===== src/rtl/usb_ep_out_scheduler.sv =====
// Round-robin scheduler that shares the single USB OUT packet datapath between endpoints.
// A grant is held for a whole packet, then released, followed by one turnaround cycle.
module usb_ep_out_scheduler #(
    parameter int unsigned N_EP_OUT       = 4,
    parameter int unsigned TIMEOUT_CYCLES = 1024
) (
    input  logic                                           i_clk,
    input  logic                                           i_rstn,
    input  logic [N_EP_OUT-1:0]                            i_outEp_req,
    input  logic                                           i_pktEnd,
    output logic [N_EP_OUT-1:0]                            o_outEp_grant,
    output logic                                           o_grantValid,
    output logic [$clog2(N_EP_OUT > 1 ? N_EP_OUT : 2)-1:0] o_grantIdx,
    output logic                                           o_timeout
);

    localparam int unsigned IW = $clog2(N_EP_OUT > 1 ? N_EP_OUT : 2);
    localparam int unsigned CW = (TIMEOUT_CYCLES > 2) ? $clog2(TIMEOUT_CYCLES) : 1;
    localparam logic [CW-1:0] CNT_LAST = (TIMEOUT_CYCLES == 0) ? '0 : CW'(TIMEOUT_CYCLES - 1);
    localparam logic [IW-1:0] IDX_LAST = IW'(N_EP_OUT - 1);

    typedef enum logic [1:0] {
        StIdle,
        StGranted,
        StGap
    } state_e;

    state_e              state_q;
    logic [IW-1:0]       ptr_q;
    logic [IW-1:0]       idx_q;
    logic [CW-1:0]       cnt_q;
    logic [N_EP_OUT-1:0] grant_q;
    logic                valid_q;
    logic                timeout_q;

    logic                found;
    logic [IW-1:0]       sel;
    logic [IW-1:0]       cand_idx;
    logic [N_EP_OUT-1:0] sel_oh;
    int unsigned         cand;

    // First requester at or after the priority pointer, wrapping around.
    always_comb begin
        found    = 1'b0;
        sel      = '0;
        cand     = 0;
        cand_idx = '0;
        for (int unsigned k = 0; k < N_EP_OUT; k++) begin
            cand     = (32'(ptr_q) + k) % N_EP_OUT;
            cand_idx = IW'(cand);
            if (!found && i_outEp_req[cand_idx]) begin
                found = 1'b1;
                sel   = cand_idx;
            end
        end
        sel_oh      = '0;
        sel_oh[sel] = 1'b1;
    end

    logic          req_held;
    logic          tmo_hit;
    logic          release_now;
    logic [IW-1:0] next_ptr;

    always_comb begin
        req_held    = i_outEp_req[idx_q];
        tmo_hit     = (TIMEOUT_CYCLES != 0) && (cnt_q == CNT_LAST);
        release_now = i_pktEnd || !req_held || tmo_hit;
        next_ptr    = (idx_q == IDX_LAST) ? '0 : idx_q + 1'b1;
    end

    always_ff @(posedge i_clk or negedge i_rstn) begin
        if (!i_rstn) begin
            state_q   <= StIdle;
            ptr_q     <= '0;
            idx_q     <= '0;
            cnt_q     <= '0;
            grant_q   <= '0;
            valid_q   <= 1'b0;
            timeout_q <= 1'b0;
        end else begin
            case (state_q)
                StIdle: begin
                    timeout_q <= 1'b0;
                    if (found) begin
                        grant_q <= sel_oh;
                        idx_q   <= sel;
                        valid_q <= 1'b1;
                        cnt_q   <= '0;
                        state_q <= StGranted;
                    end
                end
                StGranted: begin
                    if (release_now) begin
                        grant_q   <= '0;
                        valid_q   <= 1'b0;
                        ptr_q     <= next_ptr;
                        cnt_q     <= '0;
                        // End-of-packet or a dropped request wins over the watchdog.
                        timeout_q <= tmo_hit && !i_pktEnd && req_held;
                        state_q   <= StGap;
                    end else if (cnt_q != '1) begin
                        cnt_q <= cnt_q + 1'b1;
                    end
                end
                StGap: begin
                    timeout_q <= 1'b0;
                    state_q   <= StIdle;
                end
                default: begin
                    state_q <= StIdle;
                end
            endcase
        end
    end

    assign o_outEp_grant = grant_q;
    assign o_grantValid  = valid_q;
    assign o_grantIdx    = idx_q;
    assign o_timeout     = timeout_q;

endmodule

===== config.mk =====
export PLATFORM = sky130hd
export DESIGN_NAME = usb_ep_out_scheduler
export DESIGN_NICKNAME = d
export VERILOG_FILES = /design/src/rtl/usb_ep_out_scheduler.sv
export SDC_FILE = /design/constraint.sdc
export NUM_CORES = 1
export LEC_CHECK = 0
export BUFFER_PORTS_ARGS = -buffer_cell sky130_fd_sc_hd__buf_2
export CAP_MARGIN = 20
export CORE_AREA = 2 2 53 55
export DETAILED_ROUTE_END_ITERATION = 10
export DIE_AREA = 0 0 55 57
export PLACE_DENSITY = 0.7
export SYNTH_ARGS = -nofsm -noshare
export SYNTH_HDL_FRONTEND = slang
export SYNTH_SLANG_ARGS = --single-unit

===== constraint.sdc =====
create_clock -name i_clk -period 1.62 [get_ports i_clk]
set_input_delay 0.162 -clock i_clk [delete_from_list [all_inputs] [get_ports i_clk]]
set_output_delay 0.162 -clock i_clk [all_outputs]
set_load 0.02 [all_outputs]

==> flow_summary_export.csv, run 1 <==
group,metric,value,unit
status,outcome,"complete, but fails checks",
status,violations,"setup timing",
global_routing,first_global_vias,1125,
layout,fin_cells,193,
sta,relSlewSlack,0.664,
route,drc,0,
clocking,clk_pin_slew_worst_paths,0.12,ns
yosys,syn_area,0.00120,mm^2
run,maxCapViolCount,0,
floorplan,rows,19,
yosys,syn_nets,133,
sta,worst_slew_pin_slew,0.504,ns
yosys,synth_edf_count,0,
sta,min_period_over_period,1.05,
sta,finalHoldViolations,0,
placement,post-dp-hpwl,2150,um
critical_path,cp_data_arrival_time,1.92,ns
layout,drive_above_1_share,0.438,
critical_path,worstSetupStartpointType,"register",
power,power.switching,939,uW
global_routing,antenna_found_initial,0,
placement,io_buffers,14,
clocking,clockBufferDepth,2,
critical_path,r2r_cells,5,
critical_path,crit_fanout,4,
yosys,synthCells,124,
global_routing,overflow,0,
floorplan,dieHeight,57,um
route,drt_wl_total,3210,um
power,p_per_area,1460,mW/mm^2
yosys,synth_cell_types,42,
critical_path,timing.rr.start,"cnt_q[0]$_DFFE_PN0P_",
yosys,ys_ff_latch,22,
sta,finalCriticalPeriod,1.71,ns
critical_path,cp_cell_sequence,"ha_4, nand3_4, or4_4, and2_4, a22o_4",
power,p_sw_frac,0.384,
layout,final_cell_mix,"buf_4, dfrtp_1, nand2_1, buf_2, inv_1",
route,first_pass_iters,4,
floorplan,dieArea,0.00314,mm^2
placement,gp_congestion,0.823,
layout,fillers,206,
power,pwr-share-seq,0.341,
power,clkPwrFrac,0.172,
critical_path,worst_r2r_endpoint,"cnt_q[1]$_DFFE_PN0P_",
clocking,cts_root_buf,"clkbuf_4",
critical_path,r2r_slack,-0.09,ns
sta,fmax,586,MHz
layout,post-route-util,0.639,
floorplan,core_area,0.00262,mm^2
critical_path,crit_slowest_cell,"or4_4",
global_routing,grt_pass1_wl,4880,um
route,postRouteAntennaNets,0,
clocking,numCtsBuffers,3,
global_routing,grt_max_degree,23,
placement,dpl.cell_count,181,
layout,nets,172,
layout,final_common_cell,"buf_4",
critical_path,cp-end-kind,"register",
critical_path,worstPathRequired,1.83,ns
floorplan,start_util,0.461,
power,combPwrFrac,0.487,
critical_path,path_class,"register to register",
critical_path,crit_start,"cnt_q[0]$_DFFE_PN0P_",
yosys,ys_seq_area_frac,0.457,
power,peakVddDrop,0.867,mV
layout,antenna_cells,0,
power,leakagePower,0.724,nW
global_routing,grt.total_usage,0.216,
layout,syn_to_final_growth,38.7,%
route,routedWlPerCell,16.6,um
route,vias,1132,
yosys,async_reset_ff_frac,1.00,
floorplan,ios,15,
sta,maxSlewViolCount,0,
sta,fin_skew,0.00402,ns
clocking,insertion_delay,0.31,ns
route,dr.first_iter.drc_count,18,
sta,setup_viol,9,
clocking,cts.sinks,22,
critical_path,critPathMaxStageDelay,0.56,ns
route,routed_via_density,5.87,
clocking,cts-htree-levels,1,
power,intPower,1.51,mW
sta,grt_setup_unrepaired,"yes",
yosys,synth_flop_cell,"dfrtp_1",
min_path,hold_path_class,"primary input to register",
sta,worst_slack,-0.0866,ns
floorplan,die_w,55,um
clocking,cts_tree,"yes",
yosys,synth.avg_cell_area,9.72,um^2
yosys,ys_warn_count,0,
min_path,min_to,"o_outEp_grant[0]$_DFFE_PN0P_",
min_path,holdCritStartpoint,"i_outEp_req[3]",
sta,holdWs,0.273,ns
min_path,holdPathStages,3,
cell families (layout without fill, tap and decap cells):
family / count (synthesis) / count (layout) / synth area share
mux: 4 / 4 / 0.0374
fa+ha+maj: 2 / 2 / 0.0208
flops: 22 / 22 / 0.457
compound gates: 40 / 40 / 0.241
xor+xnor: 1 / 1 / 0.00727
simple gates: 43 / 43 / 0.191
buf+inv: 12 / 50 / 0.0457
synthesized netlist by cell type, drive strengths merged (2+ instances only):
master,count,share of area
or3,2,0.010
o22ai,3,0.016
inv,8,0.025
nand2,15,0.047
a21oi,5,0.021
mux2,4,0.037
nand2b,2,0.010
buf,3,0.018
nor2,6,0.019
o21ai,6,0.025
dfrtp,22,0.46
a22oi,2,0.012
or4,3,0.019
ha,2,0.021
a211oi,4,0.025
nor4,3,0.021
a22o,6,0.045
o32ai,4,0.029
nand3,2,0.012
nor3,4,0.017
o31ai,2,0.012
worst max-delay path, delay by kind of cell, from the launching register on:
kind                       cells  cell delay [ns]
AOI/OAI and AO/OA              1             0.20
adders and majority gates      1             0.17
DFF                            1             0.43
and+or+nand+nor                3             0.81
cell type report:
cell class | count | area (um^2) | share of cell area
multi-input combinational | 90 | 732 | 0.438
sequential | 22 | 554 | 0.332
timing repair buffer | 38 | 264 | 0.158
tap | 31 | 38.8 | 0.0232
clock inverter | 1 | 30.0 | 0.0180
inverter | 8 | 30.0 | 0.0180
clock buffer | 3 | 22.5 | 0.0135
registers in the layout (all words and copies together), names as in the netlist:
signal,cells
state_q,2
o_grantValid,1
o_timeout,1
o_outEp_grant,4
cnt_q,10
o_grantIdx,2
ptr_q,2
power by group through the flow:
| stage | clock network, mW | logic [mW] | registers (mW) |
|---|---|---|---|
| after floorplan | 0 | 0.578 | 0.883 |
| after global placement | 0 | 0.892 | 0.813 |
| after detailed placement | 0 | 0.928 | 0.820 |
| after CTS | 0.431 | 0.977 | 0.805 |
| after global routing | 0.460 | 1.28 | 0.850 |
| final | 0.420 | 1.19 | 0.834 |
through the flow:
stage / instance area (um^2) / TNS (ns) / power [mW] / setup WS (ns)
global route: 1670 / -1.01 / 2.59 / -0.141
detailed placement: 1430 / -1.21 / 1.75 / -0.134
global placement: 1430 / -0.422 / 1.71 / -0.0699
finish: 1670 / -0.482 / 2.45 / -0.0866
CTS: 1540 / -0.507 / 2.21 / -0.0733
floorplan: 1220 / -0.132 / 1.46 / -0.0671
worst max path at each step:
stage / end / depth (start not counted)
after floorplan: cnt_q[1]$_DFFE_PN0P_ / 5
after global placement: cnt_q[1]$_DFFE_PN0P_ / 5
after detailed placement: cnt_q[0]$_DFFE_PN0P_ / 6
after CTS: cnt_q[3]$_DFFE_PN0P_ / 5
after global routing: cnt_q[1]$_DFFE_PN0P_ / 5
final: cnt_q[1]$_DFFE_PN0P_ / 5
per-layer routing:
layer / track usage / share of wire / up-vias
met5: 0 / 0 / -
met1: 0.262 / 0.42 / 542
met2: 0.371 / 0.52 / 33
met3: 0.0340 / 0.036 / 9
met4: 0.0871 / 0.026 / 0
li1: - / - / 548
repair_timing:
action | 4_1_cts | 5_1_grt
hold buffers | 1 | 0
gates resized for setup | 10 | 21
buffers inserted | 3 | 3
endpoints found under the hold margin | 22 | 0
cloned | 0 | 1
endpoints found under the setup margin | 18 | 19
pin swaps | 6 | 4
(Power assumes the default switching activity.)
==> run 2: changes to the inputs <==
Settings changed: CAP_MARGIN 20 to 5, CORE_AREA 2 2 53 55 to 2 2 55 57, DIE_AREA 0 0 55 57 to 0 0 57 59, PLACE_DENSITY 0.7 to 0.65.
Clock period 1.62 ns to 1.45 ns, I/O delays scaled along.
==> flow_summary_export.csv, run 2 (synthesis results as in run 1) <==
group,metric,value,unit
global_routing,first_global_vias,1214,
critical_path,cp-end-kind,"register",
clocking,cts_tree,"yes",
sta,finalHoldViolations,0,
sta,worst_slack,-0.297,ns
power,p_sw_frac,0.389,
global_routing,grt.total_usage,0.203,
placement,place_area,0.00159,mm^2
critical_path,critPathMaxStageDelay,0.58,ns
route,drt_wl_total,3230,um
floorplan,dieHeight,59,um
sta,worst_slew_pin_slew,0.499,ns
global_routing,grt_pass1_wl,5280,um
critical_path,worstPathRequired,1.65,ns
floorplan,die_w,57,um
critical_path,worstSetupStartpointType,"register",
sta,finalCriticalPeriod,1.75,ns
power,combPwrFrac,0.582,
floorplan,start_util,0.445,
floorplan,rows,19,
critical_path,path_delay_family,"simple AND/OR/NAND/NOR gates",
layout,fin_cells,211,
critical_path,worst_r2r_endpoint,"cnt_q[3]$_DFFE_PN0P_",
route,routed_via_density,5.57,
status,outcome,"complete, but fails checks",
sta,grt_setup_unrepaired,"yes",
clocking,clk_pin_slew_worst_paths,0.13,ns
sta,min_period_over_period,1.20,
clocking,cts-htree-levels,1,
global_routing,overflow,0,
placement,io_buffers,14,
sta,fin_skew,0.00787,ns
floorplan,core_area,0.00271,mm^2
layout,final_cell_mix,"buf_4, dfrtp_1, nand2_1, buf_2, inv_1",
floorplan,ios,15,
layout,drive_above_1_share,0.544,
clocking,cts_root_buf,"clkbuf_4",
layout,final_area,0.00188,mm^2
critical_path,cp_data_arrival_time,1.95,ns
critical_path,path_buf_inv,0,
clocking,insertion_delay,0.31,ns
route,drc,0,
route,vias,1176,
sta,relSlewSlack,0.667,
critical_path,r2r_cells,5,
layout,final_common_cell,"buf_4",
floorplan,dieArea,0.00336,mm^2
min_path,hold_path_class,"primary input to async pin",
power,intPower,1.84,mW
critical_path,crit_slowest_cell,"or4_4",
critical_path,timing.rr.start,"cnt_q[1]$_DFFE_PN0P_",
status,violations,"setup timing",
placement,dpl.cell_count,198,
placement,post-dp-hpwl,2310,um
layout,fillers,209,
route,first_pass_iters,4,
clocking,cts.sinks,22,
sta,setup_viol,18,
clocking,clockBufferDepth,2,
critical_path,crit_fanout,5,
critical_path,r2r_slack,-0.30,ns
layout,syn_to_final_growth,56.3,%
route,postRouteAntennaNets,0,
power,leakagePower,0.850,nW
critical_path,cp_cell_sequence,"ha_4, nand3_4, or4_4, and2_4, a22o_1",
layout,nets,190,
critical_path,path_class,"register to register",
power,p_per_area,1600,mW/mm^2
power,peakVddDrop,1.54,mV
layout,max_flop_register,"cnt_q",
global_routing,antenna_found_initial,0,
sta,maxSlewViolCount,0,
sta,fmax,572,MHz
power,power.switching,1.17,mW
route,dr.first_iter.drc_count,47,
run,maxCapViolCount,0,
clocking,numCtsBuffers,3,
power,clkPwrFrac,0.113,
placement,gp_congestion,0.830,
power,pwr-share-seq,0.305,
global_routing,grt_max_degree,23,
route,routedWlPerCell,15.3,um
layout,antenna_cells,0,
layout,largest_reg_flops,10,
-- run 2: final cells by class --
cell class                      instances  area (um^2)  share of cell area
Multi-Input combinational cell         90          811               0.431
Inverter                                8         30.0              0.0159
Sequential cell                        22          552               0.293
Timing Repair Buffer                   56          415               0.221
Clock buffer                            4         36.3              0.0193
Tap cell                               31         38.8              0.0206
-- run 2: metal layers --
metal | wire, um | global-route usage | vias to the layer above
li1 | - | - | 578
met1 | 1370 | 0.219 | 570
met2 | 1740 | 0.389 | 22
met3 | 83 | 0.0284 | 6
met4 | 42 | 0.0997 | 0
met5 | 0 | 0 | -
-- run 2: power groups by stage --
stage / logic, mW / registers (mW) / clock network [mW]
6_report: 1.75 / 0.919 / 0.340
2_1_floorplan: 0.723 / 0.991 / 0
5_1_grt: 1.88 / 0.938 / 0.383
3_5_place_dp: 1.36 / 0.907 / 0
3_3_place_gp: 1.33 / 0.896 / 0
4_1_cts: 1.45 / 0.908 / 0.351
-- run 2: through the flow --
step | power, mW | setup WS [ns] | setup TNS, ns | utilization | hold WS, ns
2_1_floorplan | 1.71 | -0.237 | -1.68 | - | -0.151
3_3_place_gp | 2.23 | -0.212 | -2.47 | 0.585 | 0.133
3_5_place_dp | 2.27 | -0.337 | -3.82 | 0.585 | 0.143
4_1_cts | 2.71 | -0.273 | -3.68 | 0.633 | 0.314
5_1_grt | 3.21 | -0.348 | -3.78 | 0.695 | 0.350
6_report | 3.01 | -0.297 | -2.57 | 0.695 | 0.324
-- run 2: worst reg2reg max path, cell delays in order (launching register included) --
cell	delay [ns]
dfrtp_1	0.42
ha_4	0.17
nand3_4	0.09
or4_4	0.58
and2_4	0.18
a22o_1	0.20
-- run 2: how the worst max path moves through the flow --
stage	from	slack (ns)	cells past startpoint	endpoint
2_1_floorplan	cnt_q[0]$_DFFE_PN0P_	-0.24	5	cnt_q[1]$_DFFE_PN0P_
3_3_place_gp	cnt_q[1]$_DFFE_PN0P_	-0.21	5	cnt_q[1]$_DFFE_PN0P_
3_5_place_dp	cnt_q[0]$_DFFE_PN0P_	-0.34	5	cnt_q[7]$_DFFE_PN0P_
4_1_cts	cnt_q[0]$_DFFE_PN0P_	-0.27	5	cnt_q[3]$_DFFE_PN0P_
5_1_grt	cnt_q[1]$_DFFE_PN0P_	-0.35	5	cnt_q[3]$_DFFE_PN0P_
6_report	cnt_q[1]$_DFFE_PN0P_	-0.30	5	cnt_q[3]$_DFFE_PN0P_
-- run 2: what timing repair did --
action	CTS	global route
setup endpoints to repair	20	22
buffers inserted	4	4
hold buffers	1	0
gates resized for setup	12	25
pin swaps	4	5
hold endpoints to repair	22	0
